`src/rtl/rt_mem_ctrl.sv`:
```
// rtl/rt_mem_ctrl.sv - racetrack sequencing controller with two-port round-robin arbiter (LiM operands when RT_CTRL_LIM_EN is defined)
`timescale 1ns/1ps
module rt_mem_ctrl #(
    parameter int ADDR_WIDTH = 8,
    parameter int DATA_WIDTH = 32,
    parameter int CNT_WIDTH  = 2,
    parameter int TIMEOUT    = 16
) (
    input  logic                  clk_i,
    input  logic                  rstn_i,
    // instruction port (read only)
    input  logic                  instr_req_i,
    input  logic [ADDR_WIDTH-1:0] instr_addr_i,
    output logic                  instr_gnt_o,
    output logic                  instr_rvalid_o,
    output logic [DATA_WIDTH-1:0] instr_rdata_o,
    output logic                  instr_err_o,
    // data port
    input  logic                  data_req_i,
    input  logic [ADDR_WIDTH-1:0] data_addr_i,
    input  logic                  data_we_i,
    input  logic [3:0]            data_be_i,
    input  logic [DATA_WIDTH-1:0] data_wdata_i,
    input  logic [DATA_WIDTH-1:0] data_mask_i,
    input  logic [2:0]            data_funct_i,
    input  logic                  data_range_i,
    output logic                  data_gnt_o,
    output logic                  data_rvalid_o,
    output logic [DATA_WIDTH-1:0] data_rdata_o,
    output logic                  data_err_o,
    // datapath strobes
    output logic                  en_ab_o,
    output logic                  clk_m_o,
    output logic                  Bz_s_o,
    output logic                  write_pulse_o,
    output logic                  read_pulse_o,
    output logic                  write_en_data_o,
    output logic                  range_active_o,
    // datapath operands
    output logic [ADDR_WIDTH-1:0] addr_o,
    output logic [3:0]            be_o,
    output logic [DATA_WIDTH-1:0] wdata_o,
    output logic [DATA_WIDTH-1:0] mask_o,
    output logic [2:0]            funct_o,
    // datapath result
    input  logic [DATA_WIDTH-1:0] r_data_i,
    input  logic                  r_valid_i
);

    localparam int TW = $clog2(TIMEOUT + 1);

    typedef enum logic [2:0] {
        IDLE       = 3'd0,
        SHIFT_FWD  = 3'd1,
        ACCESS     = 3'd2,
        WAIT_VALID = 3'd3,
        SHIFT_BACK = 3'd4,
        RESP       = 3'd5
    } state_e;

    state_e                state_q, state_d;
    logic                  last_data_q, last_data_d;  // 1: data port was granted last
    logic                  win_data_q, win_data_d;    // 1: current transaction belongs to data port
    logic [CNT_WIDTH-1:0]  cnt_q, cnt_d;              // shift count of the transaction
    logic [CNT_WIDTH-1:0]  sc_q, sc_d;                // shifts left in the current shift phase
    logic                  phase_q, phase_d;          // 0: clk_m high half, 1: clk_m low half
    logic [TW-1:0]         wait_q, wait_d;            // WAIT_VALID cycles already spent
    logic                  vld_q, vld_d;              // sticky r_valid_i seen
    logic                  err_q, err_d;
    logic [DATA_WIDTH-1:0] rdata_q, rdata_d;
    logic                  we_q, we_d;
    logic                  range_q, range_d;
    logic [ADDR_WIDTH-1:0] addr_q, addr_d;
    logic [3:0]            be_q, be_d;
    logic [DATA_WIDTH-1:0] wdata_q, wdata_d;
    logic [DATA_WIDTH-1:0] mask_q, mask_d;
    logic [2:0]            funct_q, funct_d;

    logic                  grant_instr, grant_data;
    logic [ADDR_WIDTH-1:0] op_addr;
    logic                  op_we;
    logic [3:0]            op_be;
    logic [DATA_WIDTH-1:0] op_wdata;
    logic [DATA_WIDTH-1:0] op_mask;
    logic [2:0]            op_funct;
    logic                  op_range;
    logic                  rsp;

    // Round-robin pick in IDLE; gated by reset so grants are 0 while held in reset
    always_comb begin
        grant_instr = 1'b0;
        grant_data  = 1'b0;
        if (state_q == IDLE && rstn_i) begin
            if (instr_req_i && data_req_i) begin
                grant_instr = last_data_q;
                grant_data  = ~last_data_q;
            end else begin
                grant_instr = instr_req_i;
                grant_data  = data_req_i;
            end
        end
    end

    // Operands of the port being granted; instruction fetches are plain full-word reads
    always_comb begin
        op_addr  = grant_data ? data_addr_i : instr_addr_i;
        op_we    = grant_data & data_we_i;
        op_be    = grant_data ? data_be_i : 4'hF;
        op_wdata = grant_data ? data_wdata_i : '0;
`ifdef RT_CTRL_LIM_EN
        op_mask  = grant_data ? data_mask_i : '1;
        op_funct = grant_data ? data_funct_i : 3'd0;
        op_range = grant_data & data_range_i;
`else
        op_mask  = '1;
        op_funct = 3'd0;
        op_range = 1'b0;
`endif
    end

`ifndef RT_CTRL_LIM_EN
    logic unused_lim;
    assign unused_lim = ^{data_mask_i, data_funct_i, data_range_i};
`endif

    // Next-state logic: track phases and capture of the read result
    always_comb begin
        state_d     = state_q;
        last_data_d = last_data_q;
        win_data_d  = win_data_q;
        cnt_d       = cnt_q;
        sc_d        = sc_q;
        phase_d     = phase_q;
        wait_d      = wait_q;
        vld_d       = vld_q;
        err_d       = err_q;
        rdata_d     = rdata_q;
        we_d        = we_q;
        range_d     = range_q;
        addr_d      = addr_q;
        be_d        = be_q;
        wdata_d     = wdata_q;
        mask_d      = mask_q;
        funct_d     = funct_q;

        case (state_q)
            IDLE: begin
                if (grant_instr || grant_data) begin
                    win_data_d  = grant_data;
                    last_data_d = grant_data;
                    addr_d      = op_addr;
                    we_d        = op_we;
                    be_d        = op_be;
                    wdata_d     = op_wdata;
                    mask_d      = op_mask;
                    funct_d     = op_funct;
                    range_d     = op_range;
                    cnt_d       = op_addr[CNT_WIDTH-1:0];
                    sc_d        = op_addr[CNT_WIDTH-1:0];
                    phase_d     = 1'b0;
                    wait_d      = '0;
                    vld_d       = 1'b0;
                    err_d       = 1'b0;
                    rdata_d     = '0;
                    state_d     = (op_addr[CNT_WIDTH-1:0] != '0) ? SHIFT_FWD : ACCESS;
                end
            end
            SHIFT_FWD: begin
                phase_d = ~phase_q;
                if (phase_q) begin
                    if (sc_q == CNT_WIDTH'(1)) begin
                        sc_d    = cnt_q;
                        state_d = ACCESS;
                    end else begin
                        sc_d = sc_q - CNT_WIDTH'(1);
                    end
                end
            end
            ACCESS: begin
                phase_d = 1'b0;
                if (we_q) begin
                    state_d = (cnt_q == '0) ? RESP : SHIFT_BACK;
                end else begin
                    wait_d  = '0;
                    state_d = WAIT_VALID;
                    if (r_valid_i) begin
                        vld_d   = 1'b1;
                        rdata_d = r_data_i;
                    end
                end
            end
            WAIT_VALID: begin
                if (vld_q || r_valid_i) begin
                    if (!vld_q) begin
                        rdata_d = r_data_i;
                    end
                    vld_d   = 1'b1;
                    state_d = (cnt_q == '0) ? RESP : SHIFT_BACK;
                end else if (wait_q == TW'(TIMEOUT - 1)) begin
                    err_d   = 1'b1;
                    rdata_d = '0;
                    state_d = (cnt_q == '0) ? RESP : SHIFT_BACK;
                end else begin
                    wait_d = wait_q + TW'(1);
                end
            end
            SHIFT_BACK: begin
                phase_d = ~phase_q;
                if (phase_q) begin
                    if (sc_q == CNT_WIDTH'(1)) begin
                        state_d = RESP;
                    end else begin
                        sc_d = sc_q - CNT_WIDTH'(1);
                    end
                end
            end
            RESP: begin
                state_d = IDLE;
            end
            default: begin
                state_d = IDLE;
            end
        endcase
    end

    // State and operand registers; reset abandons any shift in progress
    always_ff @(posedge clk_i or negedge rstn_i) begin
        if (!rstn_i) begin
            state_q     <= IDLE;
            last_data_q <= 1'b0;
            win_data_q  <= 1'b0;
            cnt_q       <= '0;
            sc_q        <= '0;
            phase_q     <= 1'b0;
            wait_q      <= '0;
            vld_q       <= 1'b0;
            err_q       <= 1'b0;
            rdata_q     <= '0;
            we_q        <= 1'b0;
            range_q     <= 1'b0;
            addr_q      <= '0;
            be_q        <= '0;
            wdata_q     <= '0;
            mask_q      <= '0;
            funct_q     <= '0;
        end else begin
            state_q     <= state_d;
            last_data_q <= last_data_d;
            win_data_q  <= win_data_d;
            cnt_q       <= cnt_d;
            sc_q        <= sc_d;
            phase_q     <= phase_d;
            wait_q      <= wait_d;
            vld_q       <= vld_d;
            err_q       <= err_d;
            rdata_q     <= rdata_d;
            we_q        <= we_d;
            range_q     <= range_d;
            addr_q      <= addr_d;
            be_q        <= be_d;
            wdata_q     <= wdata_d;
            mask_q      <= mask_d;
            funct_q     <= funct_d;
        end
    end

    // Strobes and responses decoded from the current phase
    always_comb begin
        rsp             = (state_q == RESP);
        instr_gnt_o     = grant_instr;
        data_gnt_o      = grant_data;
        en_ab_o         = (state_q != IDLE);
        clk_m_o         = (state_q == SHIFT_FWD || state_q == SHIFT_BACK) && !phase_q;
        Bz_s_o          = (state_q == SHIFT_FWD);
        write_pulse_o   = (state_q == ACCESS) && we_q;
        write_en_data_o = (state_q == ACCESS) && we_q;
        read_pulse_o    = (state_q == ACCESS) && !we_q;
        range_active_o  = (state_q != IDLE) && range_q;
        instr_rvalid_o  = rsp && !win_data_q;
        data_rvalid_o   = rsp && win_data_q;
        instr_err_o     = rsp && !win_data_q && err_q;
        data_err_o      = rsp && win_data_q && err_q;
        instr_rdata_o   = (rsp && !win_data_q) ? rdata_q : '0;
        data_rdata_o    = (rsp && win_data_q) ? rdata_q : '0;
        addr_o          = addr_q;
        be_o            = be_q;
        wdata_o         = wdata_q;
        mask_o          = mask_q;
        funct_o         = funct_q;
    end

endmodule

```
`config.mk`:
```
export PLATFORM = sky130hd
export DESIGN_NAME = rt_mem_ctrl
export DESIGN_NICKNAME = d
export VERILOG_FILES = /design/src/rtl/rt_mem_ctrl.sv
export SDC_FILE = /design/constraint.sdc
export NUM_CORES = 1
export LEC_CHECK = 0
export ABC_AREA = 1
export BUFFER_PORTS_ARGS = -buffer_cell sky130_fd_sc_hd__buf_2
export CAP_MARGIN = 20
export CORE_MARGIN = 5
export CORE_UTILIZATION = 37
export DETAILED_ROUTE_END_ITERATION = 16
export PLACE_DENSITY = 0.7
export SYNTH_ARGS = -nofsm -noshare
export SYNTH_HDL_FRONTEND = slang
export SYNTH_SLANG_ARGS = --single-unit
```
`constraint.sdc`:
```
create_clock -name clk_i -period 2.4 [get_ports clk_i]
set_clock_uncertainty 0.1 [all_clocks]
set_input_delay 0.24 -clock clk_i [delete_from_list [all_inputs] [get_ports clk_i]]
set_output_delay 0.24 -clock clk_i [all_outputs]
set_load 0.02 [all_outputs]
```
# After elaboration in Yosys (flattened, before gate mapping)
# Index checks and enable logic that the tools add are counted.
# W data, S select, Z words.
word_totals:
  in_bits: 126
  output_inout_bits: 156
  word_cells: 119
  register_bits: 94
op_classes:
  n_bitwise: 3
  mux: 47
  addsub: 2
  n_reduce_logical: 32
  n_eq_ne: 21
ops:
  columns: ["op", "count"]
  rows:
  - ["$mux W32", 9]
  - ["$pmux W32 S3", 1]
  - ["$mux W3", 8]
  - ["$mux W5", 4]
  - ["$ne A2 B2 Y1 const B", 9]
  - ["$pmux W3 S5", 1]
  - ["$pmux W5 S3", 1]
  - ["$reduce_and A5 Y1", 3]
  - ["$mux W2", 6]
  - ["$reduce_and A6 Y1", 2]
  - ["$reduce_bool A3 Y1", 4]
  - ["$mux W1", 11]
  - ["$logic_and A1 B1 Y1", 9]
  - ["$mux W8", 1]
  - ["$eq A3 B2 Y1 const B", 2]
  - ["$eq A3 B3 Y1 const B", 2]
  - ["$ne A2 B1 Y1 const B", 3]
  - ["$ne A3 B3 Y1 const B", 2]
  - ["$pmux W1 S3", 2]
  - ["$pmux W2 S3", 1]
  - ["$add A5 B1 Y5 const B", 1]
  - ["$eq A5 B4 Y1 const B", 1]
  - ["$mux W4", 1]
  - ["$reduce_and A2 Y1", 2]
  - ["13 further kinds", 19]

# Logic depth before layout (Yosys ltp)
# Gate-level depths: netlist of run 1.
logic_depth:
  depth_word: 8
  depth_mapped: 12
  ltp_nobuf: 11

# Worst setup path before layout of run 1
# No wires, ideal clock.
synth_path:
  path_type: "reg2out"
  from: "register state_q[1]"
  to: "output data_rdata_o[10]"
  slack_ns: 0.417
  required_ns: 2.060
  arrival_ns: 1.643
  path_stages_with_launch: 7
  path_cell_list: "dfrtp_1 inv_1 nand3_1 nor2_1 inv_1 buf_1 nor2_1"
synth_between:
  elab_chain_cells: 3
synth_rtl:
  columns: ["item", "line", "text"]
  rows:
  - ["start: declaration", "61", "state_e state_q, state_d;"]
  - ["start signal: assignment", "247", "state_q <= state_d;"]
  - ["$eq A3 B3 Y1", "269", "rsp = (state_q == RESP);"]
  - ["$logic_and A1 B1 Y1", null, null]
  - ["named net data_rvalid_o", "28", "output logic data_rvalid_o,"]
  - ["$mux W32", "284", "data_rdata_o = (rsp && win_data_q) ? rdata_q : '0;"]
  - ["end: declaration", "29", "output logic [DATA_WIDTH-1:0] data_rdata_o,"]
# The timed path passes the listed nets, and every way through them passes these cells.

# Final worst setup path of run 1
layout_path:
  from: "register state_q[1]"
  to: "output data_rdata_o[3]"
layout_between:
  elab_chain_cells: 3
layout_rtl:
  columns: ["item", "line"]
  rows:
  - ["$eq A3 B3 Y1", "269"]
  - ["$logic_and A1 B1 Y1", "284"]
  - ["$mux W32", "284"]
# No other way between the ends.

==> flow_metrics.env, run 1 <==
export IMPL_outcome="finished, final reports clean"
export IMPL_dp_final_hpwl_um=9430
export IMPL_synth_largest_area_cell="dfrtp_1"
export IMPL_placement_io_buffers=241
export IMPL_area_growth_syn_to_layout_pct=33.3
export IMPL_hold_path_endpoint="wdata_o[0]"
export IMPL_cts_clk_slew_worst_paths_ns=0.07
export IMPL_kind_of_start_point_of_the_critical_path="flip-flop"
export IMPL_cts_root_to_sink_buffers=2
export IMPL_worstPathMaxFanout=14
export IMPL_async_flop_share_pct=100
export IMPL_worstRegToRegCells=10
export IMPL_hold_path_cell_count=2
export IMPL_cts_made_buffers=9
export IMPL_via_count_of_the_first_global_routing_pass=4054
export IMPL_setup_viol=0
export IMPL_floorplan_die_area_um2=15300
export IMPL_yosys_top_cell_area_share_pct=48.1
export IMPL_timing_max_slew_rel_slack_pct=56.0
export IMPL_core_um2=12700
export IMPL_synthDistinctLibCells=34
export IMPL_clock_latency_ns=0.35
export IMPL_floorplan_die_height_um=124
export IMPL_totalPowerFinal_mw=7.97
export IMPL_numClockSinks=92
export IMPL_post_synth_main_area_contributors="dfrtp_1, nand2_1, nor2_1, buf_4, a22o_1"
export IMPL_synth_edff_count=0
export IMPL_leakagePower_nw=3.33
export IMPL_path_cells="inv_2, nand3_4, nor2_4, clkinvlp_4, buf_4, buf_4, nor2_1, buf_2"
export IMPL_wl_per_cell_um=13.9
export IMPL_antenna_violations_before_repair=1
export IMPL_crit_reg2reg_capture="rdata_q[0]"
export IMPL_count_of_routing_violations_after_the_opening_detailed_route_iteration=255
export IMPL_synth_ff_type="dfrtp_1"
export IMPL_critPathKind="reg2out"
export IMPL_postRouteAntennaNets=0
export IMPL_max_stage_delay_ns=0.45
export IMPL_final_instance_count_excl_fill=949
export IMPL_placementRows=41
export IMPL_via_per_inst=4.50
export IMPL_power_density_normalized_to_cell_area_nw_per_um2=1250
export IMPL_vdd_drop_max_mv=0.693
export IMPL_cts_tree="built"
export IMPL_global_route_overflow_total=0
export IMPL_synth_seq_cells=92
export IMPL_reg2reg_slack_ns=0.36
export IMPL_synth_common_cells="nand2_1, dfrtp_1, nor2_1"
export IMPL_drtPass1Iterations=4
export IMPL_grtUsageTotal_pct=16.7
export IMPL_placed_cells_incl_taps=919
export IMPL_critical_path_required_ns=2.06
export IMPL_r2r_start="wait_q[0]"
export IMPL_synth_most_common_cell="nand2_1"
export IMPL_clk_root_buf="clkbuf_16"
export IMPL_start_util_pct=37.8
export IMPL_critical_path_n_buffers_inverters=5
export IMPL_grt_max_degree=79
export IMPL_totalWireLength_um=13200
export IMPL_grt_pass1_wl_um=19900
export IMPL_finalCriticalPeriod_ns=2.29
export IMPL_gate_count_post_synth=556
export IMPL_worst_ep_arrival_time_ns=1.95
export IMPL_stdcell_area_um2=6380
export IMPL_number_of_remaining_drc_errors=0
export IMPL_cp_slowest_cell="dfrtp_2"
export IMPL_hp_start="data_wdata_i[0]"
export IMPL_io_pin_count=282
export IMPL_hold_path_class="in2reg"
export IMPL_max_cap_violations=0
export IMPL_antenna_diode_count=0
export IMPL_synth_seq_area_share_pct=48.1
export IMPL_die_w_um=124
export IMPL_slew_violations=0
export IMPL_dpl_cell_area_um2=5900
export IMPL_path_common_cell="buf_4"
export IMPL_hold_viol_final=0
export IMPL_vias=4272
export IMPL_gp_routability_congestion=0.827
export IMPL_grt_setup_unrepaired="false"
export IMPL_worst_slew_pin_transition_ns=0.659
export IMPL_timing_fmax_ghz=0.437
export IMPL_critical_path_endpoint_type="primary output"
export IMPL_syn_cell_area_um2=4790
export IMPL_worst_path_dominant_cell_family="buffers and inverters"
export IMPL_synth_yosys_warnings=0
export IMPL_fin_crit_sh_pct=95.3
export IMPL_finalNetCount=901
export IMPL_synthesis_area_per_instance_um2=8.61
export IMPL_drive_gt1_share_pct=43.4
export IMPL_htree_num_levels=3
## cells in the final DEF, fill, tap and decap left out, types with 2 or more instances in the layout
master | Yosys | layout
nor3_1 | 2 | 2
inv_2 | 4 | 4
inv_6 | 0 | 3
dfrtp_2 | 0 | 2
buf_12 | 0 | 3
nor2_2 | 3 | 2
nand3_4 | 1 | 2
nor2_1 | 92 | 90
nand2_1 | 109 | 109
dlygate4sd3_1 | 0 | 7
inv_1 | 59 | 56
clkinvlp_4 | 0 | 6
dfrtp_1 | 92 | 90
o21ai_0 | 16 | 16
buf_4 | 39 | 12
clkbuf_16 | 0 | 9
nand3_1 | 9 | 8
ha_1 | 3 | 3
a22o_1 | 33 | 33
nor2_4 | 2 | 5
nand2_2 | 5 | 5
nand2_4 | 2 | 2
a31oi_1 | 8 | 8
nand3_2 | 2 | 2
o21ai_2 | 33 | 34
conb_1 | 1 | 4
o22a_1 | 4 | 4
buf_2 | 7 | 240
a21oi_1 | 5 | 5
## flip-flops by register name, indices dropped and copies added (netlist names), 2 cells and up
signal / flops
addr_o: 7
rdata_q: 32
state_q: 3
sc_q: 2
be_o: 4
wait_q: 5
wdata_o: 32
## timing repair
item | in CTS | in global routing
hold buffers | 5 | 2
cloned | 1 | 1
resized for setup | 3 | 14
pin swaps | 0 | 1
setup endpoints to repair | 44 | 67
hold endpoints to repair | 18 | 2
setup buffers | 1 | 4
## metrics by stage
step,worst slack (ns),hold WS (ns),TNS [ns],util (%)
2_1_floorplan,0.417,-0.156,0,-
3_3_place_gp,0.286,0.0422,0,46.5
3_5_place_dp,0.280,0.0461,0,46.5
4_1_cts,-0.0708,0.000122,-2.05,49.6
5_1_grt,0.0102,0.0000901,0,50.3
6_report,0.113,0.0162,0,50.3
## worst max-delay path by stage
stage | start | endpoint | slack, ns | depth (start not counted)
6_report | state_q[1] | data_rdata_o[3] | 0.11 | 8
5_1_grt | state_q[1] | data_rdata_o[13] | 0.01 | 8
3_3_place_gp | state_q[1] | data_rdata_o[4] | 0.29 | 7
4_1_cts | state_q[1] | data_rdata_o[3] | -0.07 | 8
2_1_floorplan | state_q[1] | data_rdata_o[10] | 0.42 | 6
3_5_place_dp | state_q[1] | data_rdata_o[3] | 0.28 | 7
## layout make-up
class / count / area (um^2)
inverter: 64 / 255
timing repair buffer: 262 / 1420
tap: 172 / 215
clock buffer: 10 / 239
clock inverter: 6 / 71.3
fill: 1232 / 6290
timing repair inverter: 2 / 15.0
sequential: 92 / 2300
multi-input combinational: 341 / 1860
## kinds of logic (layout without fill, tap and decap cells)
| kind of cell | count (synthesis) | after routing | synth area share (%) |
|---|---|---|---|
| adders and majority gates | 3 | 3 | 0.784 |
| DFF | 92 | 92 | 48.1 |
| other | 1 | 4 | 0.0784 |
| buffers and inverters | 126 | 344 | 14.1 |
| AOI/OAI and AO/OA | 104 | 104 | 16.8 |
| and+or+nand+nor | 229 | 229 | 20.0 |
| xor gates and xnor gates | 1 | 1 | 0.183 |
## report_power, final
group | internal [mW] | total [mW] | switching, mW
Sequential | 2.27 | 2.69 | 0.426
Combinational | 1.30 | 3.80 | 2.50
Clock | 0.845 | 1.47 | 0.627
Total | 4.41 | 7.97 | 3.56
## routing by layer
metal | global-route usage (%) | vias to the layer above | part of all wire [%]
met1 | 20.9 | 1947 | 42
met5 | 0 | - | 0.099
met4 | 6.44 | 2 | 1.8
li1 | - | 2160 | -
met3 | 4.45 | 16 | 8.1
met2 | 27.7 | 147 | 48
(Power assumes the default switching activity.)
==> run 2, diff against run 1 <==
GPL_TIMING_DRIVEN = 0   (was default)
PLACE_DENSITY = 0.72   (was 0.7)
clock period = 2 ns   (was 2.4 ns; I/O delays follow)
==> run 2 against run 1 <==
First-iteration DRC count shrank 31%. Non-clock buffer count grew 108. Final area grew 18%. Sequential cell count is the same. Combinational power grew 58%. Cell count grew 11%. Via count grew 13%. Largest cell class is now buffers. Highest routed layer is now met4.
==> flow_metrics.env, run 2 (synthesis results as in run 1) <==
export IMPL_clock_power_share_pct=14.9
export IMPL_final_cell_mix="buf_2, nand2_1, dfrtp_1"
export IMPL_hp_start="r_data_i[27]"
export IMPL_max_cap_violations=0
export IMPL_critical_path_endpoint_type="flip-flop"
export IMPL_postRouteAntennaNets=0
export IMPL_swShare_pct=44.4
export IMPL_floorplan_die_area_um2=15300
export IMPL_r2r_start="wait_q[1]"
export IMPL_placementRows=41
export IMPL_worst_ep_arrival_time_ns=2.12
export IMPL_crit_reg2reg_capture="rdata_q[24]"
export IMPL_number_of_remaining_drc_errors=0
export IMPL_start_util_pct=37.8
export IMPL_hold_path_class="in2reg"
export IMPL_area_growth_syn_to_layout_pct=57.7
export IMPL_hold_path_endpoint="rdata_q[27]"
export IMPL_die_w_um=124
export IMPL_totalWireLength_um=15400
export IMPL_wl_per_cell_um=14.6
export IMPL_drive_gt1_share_pct=48.6
export IMPL_setup_viol=0
export IMPL_worst_slew_pin_transition_ns=0.501
export IMPL_finalNetCount=1009
export IMPL_gp_routability_congestion=0.815
export IMPL_outcome="finished, final reports clean"
export IMPL_reg2reg_slack_ns=0.02
export IMPL_grt_setup_unrepaired="true"
export IMPL_grtUsageTotal_pct=18.9
export IMPL_switching_power_mw=4.82
export IMPL_fin_crit_sh_pct=99.0
export IMPL_core_um2=12700
export IMPL_placement_io_buffers=241
export IMPL_setup_ws_ns=0.0208
export IMPL_dpl_cell_area_um2=6250
export IMPL_place_worst_setup_slack_ns=-0.403
export IMPL_power_frac_comb_pct=55.3
export IMPL_cts_tree="built"
export IMPL_critPathKind="reg2reg"
export IMPL_worstRegToRegCells=11
export IMPL_numClockSinks=92
export IMPL_sequential_cell_area_um2=2310
export IMPL_total_of_fill_cells_in_the_finished_design=1143
export IMPL_timing_max_slew_rel_slack_pct=66.6
export IMPL_grt_util_met1_pct=22.5
export IMPL_seq_power_share_pct=29.8
export IMPL_leakagePower_nw=3.88
export IMPL_count_of_routing_violations_after_the_opening_detailed_route_iteration=175
export IMPL_globalRoute_busiestLayer="met2"
export IMPL_kind_of_start_point_of_the_critical_path="flip-flop"
export IMPL_multiInputGateArea_um2=1980
export IMPL_antenna_violations_before_repair=1
export IMPL_floorplan_die_height_um=124
export IMPL_worstPathMaxFanout=5
export IMPL_cp_slowest_cell="dfrtp_1"
export IMPL_hold_viol_final=0
export IMPL_path_cells="ha_2, nand2_2, nor2_2, ha_2, nor2_4, a21oi_4, buf_12, nand3_4, buf_6, nand2_2, o21ai_2"
export IMPL_clock_latency_ns=0.34
export IMPL_vdd_drop_max_mv=0.758
export IMPL_dp_final_hpwl_um=10800
export IMPL_groute_layer_met3_usage_pct=5.86
export IMPL_via_per_inst=4.56
export IMPL_htree_num_levels=3
export IMPL_cts_root_to_sink_buffers=2
export IMPL_grt_max_degree=47
export IMPL_drtPass1Iterations=4
export IMPL_cts_made_buffers=9
export IMPL_cts_clk_slew_worst_paths_ns=0.07
export IMPL_io_pin_count=282
export IMPL_vias=4824
export IMPL_max_stage_delay_ns=0.38
export IMPL_hold_path_cell_count=3
export IMPL_global_route_overflow_total=0
export IMPL_slew_violations=0
export IMPL_global_route_usage_met2_pct=32.9
export IMPL_final_util_pct=59.6
export IMPL_via_count_of_the_first_global_routing_pass=4517
export IMPL_grt_pass1_wl_um=22500
export IMPL_mostFrequentLayoutCell="buf_2"
export IMPL_timing_fmax_ghz=0.505
export IMPL_finalCriticalPeriod_ns=1.98
export IMPL_cellInternalPower_mw=6.04
export IMPL_critical_path_required_ns=2.14
export IMPL_power_density_normalized_to_cell_area_nw_per_um2=1440
export IMPL_stdcell_area_um2=7550
export IMPL_clk_root_buf="clkbuf_16"
[run 2: cell types whose count changed in the layout (fill, tap and decap cells not counted), sizes merged]
cell | before | now
clkinv | 1 | 5
buf | 255 | 321
clkbuf | 10 | 17
bufinv | 1 | 0
dlygate4sd3 | 7 | 41
diode | 0 | 1
nand3 | 12 | 14
inv | 64 | 65
clkinvlp | 6 | 1
[run 2: final cells by class]
cell class / instances / share of cell area [%]
diodes: 1 / 0.0332
multi-input cells: 343 / 26.2
repair buffers: 309 / 27.1
inverters: 64 / 3.35
clock buffers: 9 / 2.98
plain buffers: 61 / 6.28
clock inverters: 7 / 0.680
well taps: 172 / 2.85
flip-flops and latches: 92 / 30.6
[run 2: stage by stage]
stage | instances | hold slack (ns) | TNS, ns | power (mW)
final | 1058 | 0.00725 | 0 | 10.9
after global routing | 1058 | 0.00101 | -1.46 | 11.6
after CTS | 1034 | 0.00111 | -0.00686 | 9.87
after detailed placement | 973 | 0.167 | -27.25 | 8.05
after global placement | 972 | 0.329 | -150.12 | 7.96
after floorplan | 559 | -0.196 | 0 | 6.61
[run 2: layer usage]
metal,up-vias,wire [um],part of all wire (%)
li1,2386,-,-
met1,2248,6040,39
met2,173,7800,51
met3,17,1320,8.6
met4,0,269,1.7
met5,-,0,0
[run 2: how the worst max path moves through the flow]
stage	start	endpoint	slack [ns]	depth (start not counted)
after floorplan	state_q[1]	data_rdata_o[10]	0.06	6
after global placement	rstn_i	rdata_q[9]	-1.37	9
after detailed placement	rstn_i	rdata_q[14]	-0.40	10
after CTS	state_q[0]	data_rdata_o[26]	-0.004	7
after global routing	wait_q[1]	rdata_q[15]	-0.07	10
final	wait_q[1]	rdata_q[24]	0.02	11
[run 2: power by group through the flow]
stage | clock network (mW) | registers (mW) | logic (mW)
after floorplan | 0 | 3.72 | 2.89
after global placement | 0 | 3.21 | 4.75
after detailed placement | 0 | 3.22 | 4.82
after CTS | 1.66 | 3.21 | 5.00
after global routing | 1.73 | 3.34 | 6.55
final | 1.61 | 3.24 | 6.01
[run 2: worst max-delay path, delay by kind of cell, from the launching register on]
family,cells,cell delay [ns]
and+or+nand+nor,5,0.40
DFF,1,0.38
buffers and inverters,2,0.32
AOI/OAI and AO/OA,2,0.24
adders and majority gates,2,0.43
[run 2: what timing repair did]
item	in CTS	in global routing
endpoints found under the hold margin	84	1
resized for setup	31	62
buffers inserted	3	16
hold buffers	43	1
endpoints found under the setup margin	124	93
cloned	0	6
pin swaps	1	9
